File: src/rtl/adc_capture_buffer.sv
// Capture-and-forward buffer between the SPI ADC reader and the serial writer:
// collects a latched number of (optionally decimated) samples, then hands them out oldest first.
module adc_capture_buffer #(
   parameter int SAMPLE_W = 12,
   parameter int DEPTH    = 12,
   parameter int CNT_W    = 4,
   parameter int DECIM_W  = 4
) (
   input  logic                clk,
   input  logic                rst,
   input  logic                arm,
   input  logic                continuous,
   input  logic [CNT_W-1:0]    limit,
   input  logic [DECIM_W-1:0]  decim,
   input  logic                adc_valid,
   input  logic [SAMPLE_W-1:0] adc_sample,
   input  logic                tx_busy,
   output logic                tx_start,
   output logic [SAMPLE_W-1:0] tx_sample,
   output logic [CNT_W-1:0]    collected,
   output logic [CNT_W-1:0]    transmitted,
   output logic                busy,
   output logic                done,
   output logic                overrun
);

   // state        | meaning
   // S_IDLE       | waiting for arm
   // S_COLLECT    | storing decimated ADC strobes until L samples held
   // S_TX_START   | tx_start pulse with tx_sample = buffer[transmitted]
   // S_TX_WAIT_HI | waiting for the writer to raise tx_busy
   // S_TX_WAIT_LO | waiting for the writer to finish the sample
   // S_DONE       | done pulse, then re-collect (continuous) or return to idle
   typedef enum logic [2:0] {
      S_IDLE,
      S_COLLECT,
      S_TX_START,
      S_TX_WAIT_HI,
      S_TX_WAIT_LO,
      S_DONE
   } state_t;

   localparam logic [CNT_W-1:0] DEPTH_C = CNT_W'(DEPTH);

   function automatic logic [CNT_W-1:0] clamp_limit(input logic [CNT_W-1:0] l);
      return ((l == '0) || (l > DEPTH_C)) ? DEPTH_C : l;
   endfunction

   logic [SAMPLE_W-1:0] mem [DEPTH];
   state_t              state;
   logic [CNT_W-1:0]    lim;
   logic [DECIM_W-1:0]  dec;
   logic [DECIM_W-1:0]  dcnt;
   logic                busy_q;
   logic                keep;
   logic                wr_en;
   logic [CNT_W-1:0]    coll_next;
   logic [CNT_W-1:0]    tx_next;
   logic                tx_phase;

   assign keep      = adc_valid && (dcnt == '0);
   assign wr_en     = (state == S_COLLECT) && keep;
   assign coll_next = collected + 1'b1;
   assign tx_next   = transmitted + 1'b1;
   assign tx_phase  = (state == S_TX_START) || (state == S_TX_WAIT_HI) ||
                      (state == S_TX_WAIT_LO) || (state == S_DONE);

   // Sample storage carries no reset; contents are only read below the latched limit.
   always_ff @(posedge clk) begin
      if (wr_en) begin
         mem[collected] <= adc_sample;
      end
   end

   // The writer's busy comes from another block; one register stage isolates it.
   always_ff @(posedge clk or posedge rst) begin
      if (rst) begin
         busy_q <= 1'b0;
      end else begin
         busy_q <= tx_busy;
      end
   end

   always_ff @(posedge clk or posedge rst) begin
      if (rst) begin
         state       <= S_IDLE;
         tx_start    <= 1'b0;
         tx_sample   <= '0;
         collected   <= '0;
         transmitted <= '0;
         busy        <= 1'b0;
         done        <= 1'b0;
         overrun     <= 1'b0;
         dcnt        <= '0;
         lim         <= '0;
         dec         <= '0;
      end else begin
         tx_start <= 1'b0;
         done     <= 1'b0;

         if (adc_valid && continuous && tx_phase) begin
            overrun <= 1'b1;
         end

         case (state)
            S_IDLE: begin
               if (arm) begin
                  lim         <= clamp_limit(limit);
                  dec         <= decim;
                  collected   <= '0;
                  transmitted <= '0;
                  overrun     <= 1'b0;
                  dcnt        <= '0;
                  busy        <= 1'b1;
                  state       <= S_COLLECT;
               end
            end

            S_COLLECT: begin
               if (adc_valid) begin
                  dcnt <= (dcnt == dec) ? '0 : dcnt + 1'b1;
                  if (keep) begin
                     collected <= coll_next;
                     if (coll_next == lim) begin
                        // With a one-sample capture, buffer[0] is being written this edge.
                        tx_sample <= (collected == '0) ? adc_sample : mem[0];
                        tx_start  <= 1'b1;
                        state     <= S_TX_START;
                     end
                  end
               end
            end

            S_TX_START: begin
               state <= S_TX_WAIT_HI;
            end

            S_TX_WAIT_HI: begin
               if (busy_q) begin
                  state <= S_TX_WAIT_LO;
               end
            end

            S_TX_WAIT_LO: begin
               if (!busy_q) begin
                  transmitted <= tx_next;
                  if (tx_next == lim) begin
                     done  <= 1'b1;
                     state <= S_DONE;
                  end else begin
                     tx_sample <= mem[tx_next];
                     tx_start  <= 1'b1;
                     state     <= S_TX_START;
                  end
               end
            end

            S_DONE: begin
               if (continuous) begin
                  collected   <= '0;
                  transmitted <= '0;
                  dcnt        <= '0;
                  lim         <= clamp_limit(limit);
                  dec         <= decim;
                  state       <= S_COLLECT;
               end else begin
                  busy  <= 1'b0;
                  state <= S_IDLE;
               end
            end

            default: begin
               busy  <= 1'b0;
               state <= S_IDLE;
            end
         endcase
      end
   end

endmodule

File: config.mk
export PLATFORM = sky130hd
export DESIGN_NAME = adc_capture_buffer
export DESIGN_NICKNAME = d
export VERILOG_FILES = /design/src/rtl/adc_capture_buffer.sv
export SDC_FILE = /design/constraint.sdc
export NUM_CORES = 1
export LEC_CHECK = 0
export CORE_ASPECT_RATIO = 1.75
export CORE_MARGIN = 2
export CORE_UTILIZATION = 35
export CTS_CLUSTER_DIAMETER = 40
export DETAILED_ROUTE_END_ITERATION = 10
export GPL_ROUTABILITY_DRIVEN = 0
export PLACE_DENSITY_LB_ADDON = 0.2
export SLEW_MARGIN = 25
export SYNTH_ARGS = -nofsm -noshare
export SYNTH_HDL_FRONTEND = slang
export SYNTH_SLANG_ARGS = --single-unit
File: constraint.sdc
create_clock -name clk -period 5.4 [get_ports clk]
set_input_delay 1.08 -clock clk [delete_from_list [all_inputs] [get_ports clk]]
set_output_delay 1.08 -clock clk [all_outputs]
set_load 0.1 [all_outputs]
==> flow_summary_export.csv, run 1 <==
group,metric,value,unit
floorplan,die_w,117,um
cells_and_area,ff_latch_area,5330,um2
synth,syn-num-nets,492,
synth,synth_commonest_cells,"edfxtp_1, dfrtp_1, mux4_2",
synth,syn_inst,459,
timing,fmax,298,MHz
clock_network,cts_max_level,4,
synth,ys_seq_area_share,67.9,%
synth,synth_seq_cells,184,
route,dr.pass1.iters,4,
synth,synth_top_area_share,55.2,%
global_route,grt_start_max_net_pins,41,
place,hpwlAfterDp,13.5,mm
global_route,antenna_found_initial,0,
setup_path,timing.rr.end,"tx_sample[6]",
cells_and_area,antenna_cells,0,
synth,synthFlopType,"edfxtp_1",
clock_network,root_buffer,"clkbuf_16",
synth,synth.distinct_cells,44,
setup_path,start_kind,"register",
timing,fin_crit_sh,62.2,%
setup_path,cp-endpoint,"collected[3]",
timing,whs,525,ps
hold_path,hold_path_class,"register to register",
global_route,grt.overflow.total,0,
setup_path,r2r_cells,6,
cells_and_area,design_area,9160,um2
floorplan,start_util,35.5,%
route,first_iter_violations,502,
setup_path,worstSetupStartpoint,"collected[3]",
setup_path,worstPathCellList,"clkdlybuf4s50_1",
setup_path,required,4320,ps
timing,relSlewSlack,32.2,%
place,placed_area,8640,um2
timing,hold_violations,0,
global_route,grt_pass1_vias,4587,
timing,tns,0,ps
timing,tightestPinTransition,1010,ps
clock_network,clkTransAtPathRegs,70,ps
route,drtAntennaViolNets,0,
synth,synth-edff-count,144,
power,peakVddDrop,257,uV
power,power_leakage,3.06,nW
floorplan,die_area,23700,um2
route,drc_errors,0,
floorplan,rows,72,
global_route,grt_pass1_wl,28.8,mm
setup_path,end_kind,"output pin",
setup_path,path_buf_inv,1,
synth,ys_top_cells_by_area,"edfxtp_1, dfrtp_1, mux4_2",
timing,skew,10.2,ps
cells_and_area,fillers,1986,
cells_and_area,nNetsFinal,542,
setup_path,cp.depth,1,
route,routedWlPerCell,23.0,um
cells_and_area,layout-drive-gt1-share,18.4,%
cells_and_area,area_delta_synth_final,16.9,%
power,cellPowerDensity,490,nW/um2
synth,syn_area_per_cell,17.1,um2
clock_network,clock_path_buffers,2,
route,wirelength,18.8,mm
timing,rsz0062_at_grt,"false",
global_route,gr-usage-all-layers,17.1,%
clock_network,cts_resized,0,
clock_network,cts.sinks,184,
synth,async_flop_share,21.7,%
setup_path,cp.arrival,2280,ps
clock_network,clk-insertion-delay-late,430,ps
setup_path,path_class,"register to output pin",
route,dr_total_vias,4204,
synth,synth_largest_area_cell,"edfxtp_1",
run,max-cap-violations,0,
setup_path,path_delay_family,"buffers and inverters",
timing,final_max_slew_viol_count,0,
timing,setup_violations,0,
timing,finalCriticalPeriod,3360,ps
floorplan,num_io_pins,50,
setup_path,cp_slowest_cell,"clkdlybuf4s50_1",
floorplan,placeableCoreArea,22100,um2
synth,synth.most_common_cell,"edfxtp_1",
setup_path,r2r_slack,2380,ps
setup_path,crit_fanout,10,
outcome,status,"completed",
clock_network,tritoncts,"yes",
floorplan,dieHeight,202,um
route,routed_via_density,5.14,
clock_network,ctsHoldBuffers,0,
synth,yosysWarnings,0,
place,portBuffers,49,
clock_network,cts_buffers,17,
cells_and_area,postLayoutCoreUtil,41.5,%
synth,syn-cell-area,7840,um2
hold_path,worstHoldStart,"tx_sample[8]",
cells_and_area,multi_input_area,2370,um2
clock_network,post_cts_buffers,0,
power,p_total,0.00449,W
setup_path,r2r-start,"state[1]",
setup_path,slowest_delay,1220,ps
[layer usage]
metal / vias to the layer above / wire [um] / track usage, %
met5: - / 0 / 0
li1: 1901 / - / -
met4: 0 / 720 / 8.49
met3: 29 / 642 / 3.00
met1: 2159 / 6980 / 19.2
met2: 115 / 10500 / 30.5
[through the flow]
step           setup WS [ps]  cells
6_report                2040    818
5_1_grt                 1990    818
3_3_place_gp            1800    786
3_5_place_dp            1720    786
2_1_floorplan           2370    459
4_1_cts                 2030    818
[how the worst min path moves through the flow]
stage | cells after the start | to | slack [ps]
floorplan | 1 | done | 450
global placement | 1 | dec[3] | 510
detailed placement | 1 | tx_sample[5] | 510
CTS | 1 | tx_sample[5] | 530
global route | 1 | tx_sample[10] | 550
finish | 1 | tx_sample[8] | 530
[layout make-up]
type | count | share of cell area (%)
clock inverter | 13 | 0.901
tap | 296 | 4.04
timing repair buffer | 55 | 5.84
multi-input combinational | 239 | 25.9
sequential | 184 | 58.1
clock buffer | 19 | 4.72
inverter | 12 | 0.492
[report_power, final]
group          internal [W]  leakage [nW]  total [W]  switching (W)
Clock              0.000582         0.239    0.00110       0.000513
Combinational      0.000548          1.02    0.00153       0.000986
Sequential          0.00168          1.79    0.00186       0.000173
[flip-flops by register name (all words and copies together), names as in the netlist]
register,cells
busy,1
busy_q,1
collected,4
dcnt,4
dec,4
done,1
lim,4
mem,144
overrun,1
state,3
transmitted,4
tx_sample,12
tx_start,1
[layout by cell type, fill, tap and decap left out, types with 6 or more instances in the layout]
cell type	instances
edfxtp_1	144
clkdlybuf4s50_1	49
dfrtp_1	39
mux4_2	36
mux2i_1	26
mux2_2	19
nand3_1	19
clkbuf_16	17
nor2_1	14
o221ai_1	12
nand2_1	11
o21ai_0	11
inv_1	11
and2_1	11
a21oi_1	9
xor2_1	8
nand2b_1	8
ha_1	7
xnor2_1	6
buf_4	6
[kinds of logic after synthesis]
| group | after synthesis | synth area share (%) |
|---|---|---|
| flops | 184 | 67.9 |
| simple gates | 82 | 5.78 |
| mux | 81 | 16.4 |
| compound gates | 53 | 4.76 |
| buf+inv | 36 | 1.93 |
| xor+xnor | 16 | 2.08 |
| fa+ha+maj | 7 | 1.12 |
No activity file was read; power rests on OpenSTA's default activity.
==> inputs of run 2 (changes only) <==
- clock period: 5.4 -> 3.1 ns (I/O delays scaled with it)
==> run 2 against run 1 <==
Worst setup slack got worse by 1500 ps; clock power increased by 86%; combinational power increased by 76%; count of clock-buffer cells in the layout increased by 5; critical endpoint is now tx_sample[1]; largest power group unchanged; highest routed layer unchanged.
==> flow_summary_export.csv, run 2 (synthesis results as in run 1) <==
group,metric,value,unit
setup_path,required,3410,ps
cells_and_area,nNetsFinal,568,
clock_network,tritoncts,"yes",
setup_path,slowest_delay,500,ps
setup_path,start_kind,"register",
power,cellPowerDensity,844,nW/um2
global_route,grt.overflow.total,0,
global_route,grt_start_max_net_pins,41,
cells_and_area,multi_input_area,2370,um2
route,routedWlPerCell,21.0,um
place,placed_area,8840,um2
clock_network,cts_buffers,17,
setup_path,path_buf_inv,2,
cells_and_area,ff_latch_area,5330,um2
route,first_iter_violations,289,
place,portBuffers,49,
global_route,gr-usage-all-layers,15.7,%
setup_path,worstPathCellList,"inv_1 -> ha_1 -> xor2_1 -> a2111oi_0 -> a41oi_1 -> nor3_4 -> buf_12 -> mux2_2",
route,wirelength,17.8,mm
route,drtAntennaViolNets,0,
timing,hold_violations,0,
timing,skew,9.90,ps
outcome,status,"completed",
setup_path,cp_slowest_cell,"dfrtp_1",
cells_and_area,design_area,9410,um2
floorplan,num_io_pins,50,
floorplan,die_w,117,um
clock_network,post_cts_buffers,0,
power,peakVddDrop,407,uV
global_route,grtUsageMet3,2.55,%
global_route,grt-busiest-layer,"met2",
timing,final_max_slew_viol_count,0,
global_route,antenna_found_initial,0,
clock_network,clkTransAtPathRegs,70,ps
global_route,use_met2,29.2,%
setup_path,cp.arrival,2860,ps
clock_network,clock_path_buffers,2,
timing,whs,515,ps
floorplan,die_area,23700,um2
floorplan,rows,72,
clock_network,root_buffer,"clkbuf_16",
global_route,grt_pass1_wl,26.7,mm
cells_and_area,top_regs,"mem (144), tx_sample (12)",
timing,finalCriticalPeriod,2550,ps
route,routed_via_density,5.08,
setup_path,path_class,"register to register",
cells_and_area,largest_reg_flops,144,
timing,fmax,392,MHz
timing,tns,0,ps
timing,setup_violations,0,
clock_network,ctsHoldBuffers,0,
setup_path,end_kind,"register",
clock_network,cts_max_level,4,
cells_and_area,layout-drive-gt1-share,27.4,%
cells_and_area,layout_common_cells,"edfxtp_1, buf_4, dfrtp_1",
route,dr.pass1.iters,4,
cells_and_area,mostFrequentLayoutCell,"edfxtp_1",
hold_path,hold_path_class,"register to register",
clock_network,cts.sinks,184,
clock_network,clk-insertion-delay-late,420,ps
cells_and_area,fillers,1968,
timing,relSlewSlack,40.5,%
timing,rsz0062_at_grt,"false",
route,drc_errors,0,
cells_and_area,area_delta_synth_final,20.1,%
floorplan,dieHeight,202,um
floorplan,placeableCoreArea,22100,um2
route,dr_total_vias,4291,
global_route,grt_pass1_vias,4501,
global_route,globalRouteMet1Util,17.8,%
setup_path,crit_fanout,13,
timing,tightestPinTransition,892,ps
place,hpwlAfterDp,12.9,mm
power,power_leakage,3.29,nW
timing,fin_crit_sh,82.3,%
run,max-cap-violations,0,
cells_and_area,antenna_cells,0,
floorplan,start_util,35.5,%
cells_and_area,top_register,"mem",
setup_path,path_delay_family,"compound AO/OA/AOI/OAI gates",
clock_network,cts_resized,0,
[run 2: metal layers]
metal | wire length, um | part of all wire [%]
met5 | 0 | 0
met4 | 232 | 1.3
met3 | 464 | 2.6
met2 | 10100 | 57
met1 | 6960 | 39
[run 2: final timing paths]
path / startpoint / end / slack [ps] / depth (start not counted)
min: tx_sample[0] / tx_sample[0] / 520 / 1
max in group asynchronous: rst / transmitted[0] / 1760 / 2
min reg2reg: tx_sample[0] / tx_sample[0] / 520 / 1
max: collected[0] / tx_sample[1] / 550 / 8
max reg2reg: collected[0] / tx_sample[1] / 550 / 8
min in group asynchronous: rst / dcnt[1] / 700 / 2
[run 2: cell type report]
class / count / share of cell area (%)
inverter: 12 / 0.479
sequential: 184 / 56.6
clock buffer: 24 / 5.42
clock inverter: 8 / 0.625
tap: 296 / 3.94
multi-input combinational: 239 / 25.2
timing repair buffer: 81 / 7.79
[run 2: per-stage QoR]
| step | cells | setup slack [ps] | power, W | utilization (%) |
|---|---|---|---|---|
| 2_1_floorplan | 459 | 65.4 | 0.00520 | - |
| 3_3_place_gp | 812 | 254 | 0.00595 | 40.1 |
| 3_5_place_dp | 812 | 250 | 0.00598 | 40.1 |
| 4_1_cts | 844 | 520 | 0.00803 | 42.6 |
| 5_1_grt | 844 | 343 | 0.00829 | 42.6 |
| 6_report | 844 | 550 | 0.00795 | 42.6 |
[run 2: report_power, final]
part,internal [W],switching [W],leakage (nW)
clock network,0.00116,0.000883,0.288
logic,0.000989,0.00170,1.21
registers,0.00293,0.000274,1.79
==> inputs of run 3 (changes only) <==
- clock period: 3.1 -> 2.3 ns (I/O delays scaled with it)
==> run 3 against run 2 <==
Critical path type unchanged; critical path depth is the same; via count increased by 3.9%; worst hold slack got worse by 110 ps; the run now ends with negative setup slack left; first-iteration DRC count is 16% lower; final cell count grew 4.9%; global-route usage up 0.89 points; wire length is 6.1% higher; register-to-register slack got worse by 600 ps; clock power increased by 43%.
==> flow_summary_export.csv, run 3 (synthesis results as in run 1) <==
group,metric,value,unit
timing,tightestPinTransition,774,ps
route,dr.pass1.iters,5,
floorplan,die_area,23700,um2
timing,fin_crit_sh,102,%
route,wirelength,18.8,mm
cells_and_area,largest_reg_flops,144,
floorplan,die_w,117,um
setup_path,timing.rr.end,"tx_sample[7]",
route,drc_errors,0,
power,sequentialPowerShare,36.3,%
power,power_leakage,3.58,nW
clock_network,clock_path_buffers,2,
timing,whs,409,ps
floorplan,start_util,35.5,%
cells_and_area,mostFrequentLayoutCell,"edfxtp_1",
setup_path,path_class,"register to register",
timing,relSlewSlack,47.7,%
timing,setup_violations,10,
floorplan,placeableCoreArea,22100,um2
setup_path,start_kind,"register",
place,pre_cts_ws,-428,ps
route,first_iter_violations,242,
cells_and_area,top_regs,"mem (144), tx_sample (12)",
power,internal_power,0.00763,W
outcome,status,"finished, violations left",
clock_network,ctsHoldBuffers,0,
route,drtAntennaViolNets,0,
place,portBuffers,49,
run,max-cap-violations,0,
cells_and_area,antenna_cells,0,
timing,fmax,426,MHz
timing,hold_violations,0,
cells_and_area,top_register,"mem",
timing,final_max_slew_viol_count,0,
setup_path,end_kind,"register",
setup_path,worstSetupStartpoint,"collected[0]",
cells_and_area,area_delta_synth_final,28.9,%
cells_and_area,layout-drive-gt1-share,36.2,%
timing,rsz0062_at_grt,"true",
clock_network,root_buffer,"clkbuf_16",
power,switchingPower,0.00410,W
clock_network,cts.sinks,184,
power,switching_share,35.0,%
route,routed_via_density,5.04,
power,p_comb_share,38.7,%
floorplan,rows,72,
clock_network,cts_max_level,4,
global_route,grt.overflow.total,0,
power,peakVddDrop,633,uV
cells_and_area,layout_common_cells,"edfxtp_1, buf_4, mux4_2",
clock_network,cts_buffers,17,
power,pwr-share-clk,25.0,%
floorplan,num_io_pins,50,
global_route,gr-usage-all-layers,16.6,%
place,hpwlAfterDp,13.7,mm
power,cellPowerDensity,1160,nW/um2
timing,finalCriticalPeriod,2350,ps
global_route,grt_pass1_vias,4858,
global_route,grt_start_max_net_pins,32,
timing,fin_ws,-49.6,ps
global_route,antenna_found_initial,0,
clock_network,tritoncts,"yes",
clock_network,clk-insertion-delay-late,420,ps
setup_path,r2r-start,"collected[0]",
setup_path,crit_fanout,6,
cells_and_area,fillers,1923,
global_route,grt_pass1_wl,28.4,mm
floorplan,dieHeight,202,um
timing,skew,7.32,ps
setup_path,required,2600,ps
clock_network,clkTransAtPathRegs,70,ps
outcome,failed_checks,"negative setup slack",
setup_path,cp.arrival,2650,ps
hold_path,hold_path_class,"input port to async pin",
route,dr_total_vias,4459,
cells_and_area,nNetsFinal,609,
route,routedWlPerCell,21.3,um
setup_path,r2r_cells,8,
setup_path,r2r_slack,-50,ps
[run 3: cell count changes in the layout (fill, tap and decap cells not counted), moves of 4 or more]
cell and delta:
buf_12 +8, dfrtp_1 -7, dfrtp_4 +4, mux2_4 +12
ha_1 -4, mux2_2 -12, buf_4 +30
[run 3: area by class of cell]
| class | instances | area [um2] | share of cell area [%] |
|---|---|---|---|
| Sequential cell | 184 | 5350 | 52.9 |
| Multi-Input combinational cell | 239 | 2560 | 25.4 |
| Timing Repair Buffer | 122 | 1170 | 11.5 |
| Clock buffer | 27 | 557 | 5.51 |
| Tap cell | 296 | 370 | 3.66 |
| Clock inverter | 5 | 53.8 | 0.532 |
| Inverter | 12 | 50.0 | 0.495 |
[run 3: how the worst max path moves through the flow]
stage	end	slack (ps)	depth (start not counted)
after floorplan	tx_sample[0]	-140	8
after global placement	tx_sample[6]	-410	7
after detailed placement	mem[8][0]	-430	6
after CTS	tx_sample[3]	-50	8
after global routing	tx_sample[7]	-140	8
final	tx_sample[7]	-50	8
[run 3: worst max-delay path, cell delays in order (launching register included)]
cell and delay [ps]:
dfrtp_4 500, inv_4 70, ha_4 210, xor2_4 160
a2111oi_4 210, a41oi_2 190, nor3_4 330, clkbuf_16 240
mux2_4 300
[run 3: routing by layer]
| metal | vias up | track usage [%] | wire length, um |
|---|---|---|---|
| met1 | 2310 | 19.0 | 7350 |
| met2 | 87 | 29.8 | 10400 |
| met5 | - | 0 | 0 |
| li1 | 2032 | - | - |
| met3 | 30 | 3.15 | 505 |
| met4 | 0 | 6.81 | 564 |
[run 3: timing repair]
action / 4_1_cts / 5_1_grt
endpoints found under the setup margin: 145 / 97
endpoints found under the hold margin: 0 / 0
pin swaps: 4 / 7
buffers inserted: 1 / 2
gates resized for setup: 9 / 26
gates cloned: 0 / 1
[run 3: power by group through the flow]
stage / clock network, W / logic (W) / registers [W]
6_report: 0.00293 / 0.00454 / 0.00425
5_1_grt: 0.00314 / 0.00482 / 0.00429
4_1_cts: 0.00300 / 0.00424 / 0.00424
3_5_place_dp: 0 / 0.00415 / 0.00430
3_3_place_gp: 0 / 0.00411 / 0.00429
2_1_floorplan: 0 / 0.00178 / 0.00530
[run 3: through the flow]
stage / utilization, % / instances / setup TNS, ps / total power, W / area, um2
global route: 45.8 / 885 / -1410 / 0.0122 / 10100
global placement: 42.0 / 849 / -46640 / 0.00840 / 9260
floorplan: - / 459 / -1250 / 0.00707 / 7900
detailed placement: 42.0 / 849 / -56120 / 0.00845 / 9260
CTS: 45.0 / 882 / -511 / 0.0115 / 9930
finish: 45.8 / 885 / -223 / 0.0117 / 10100
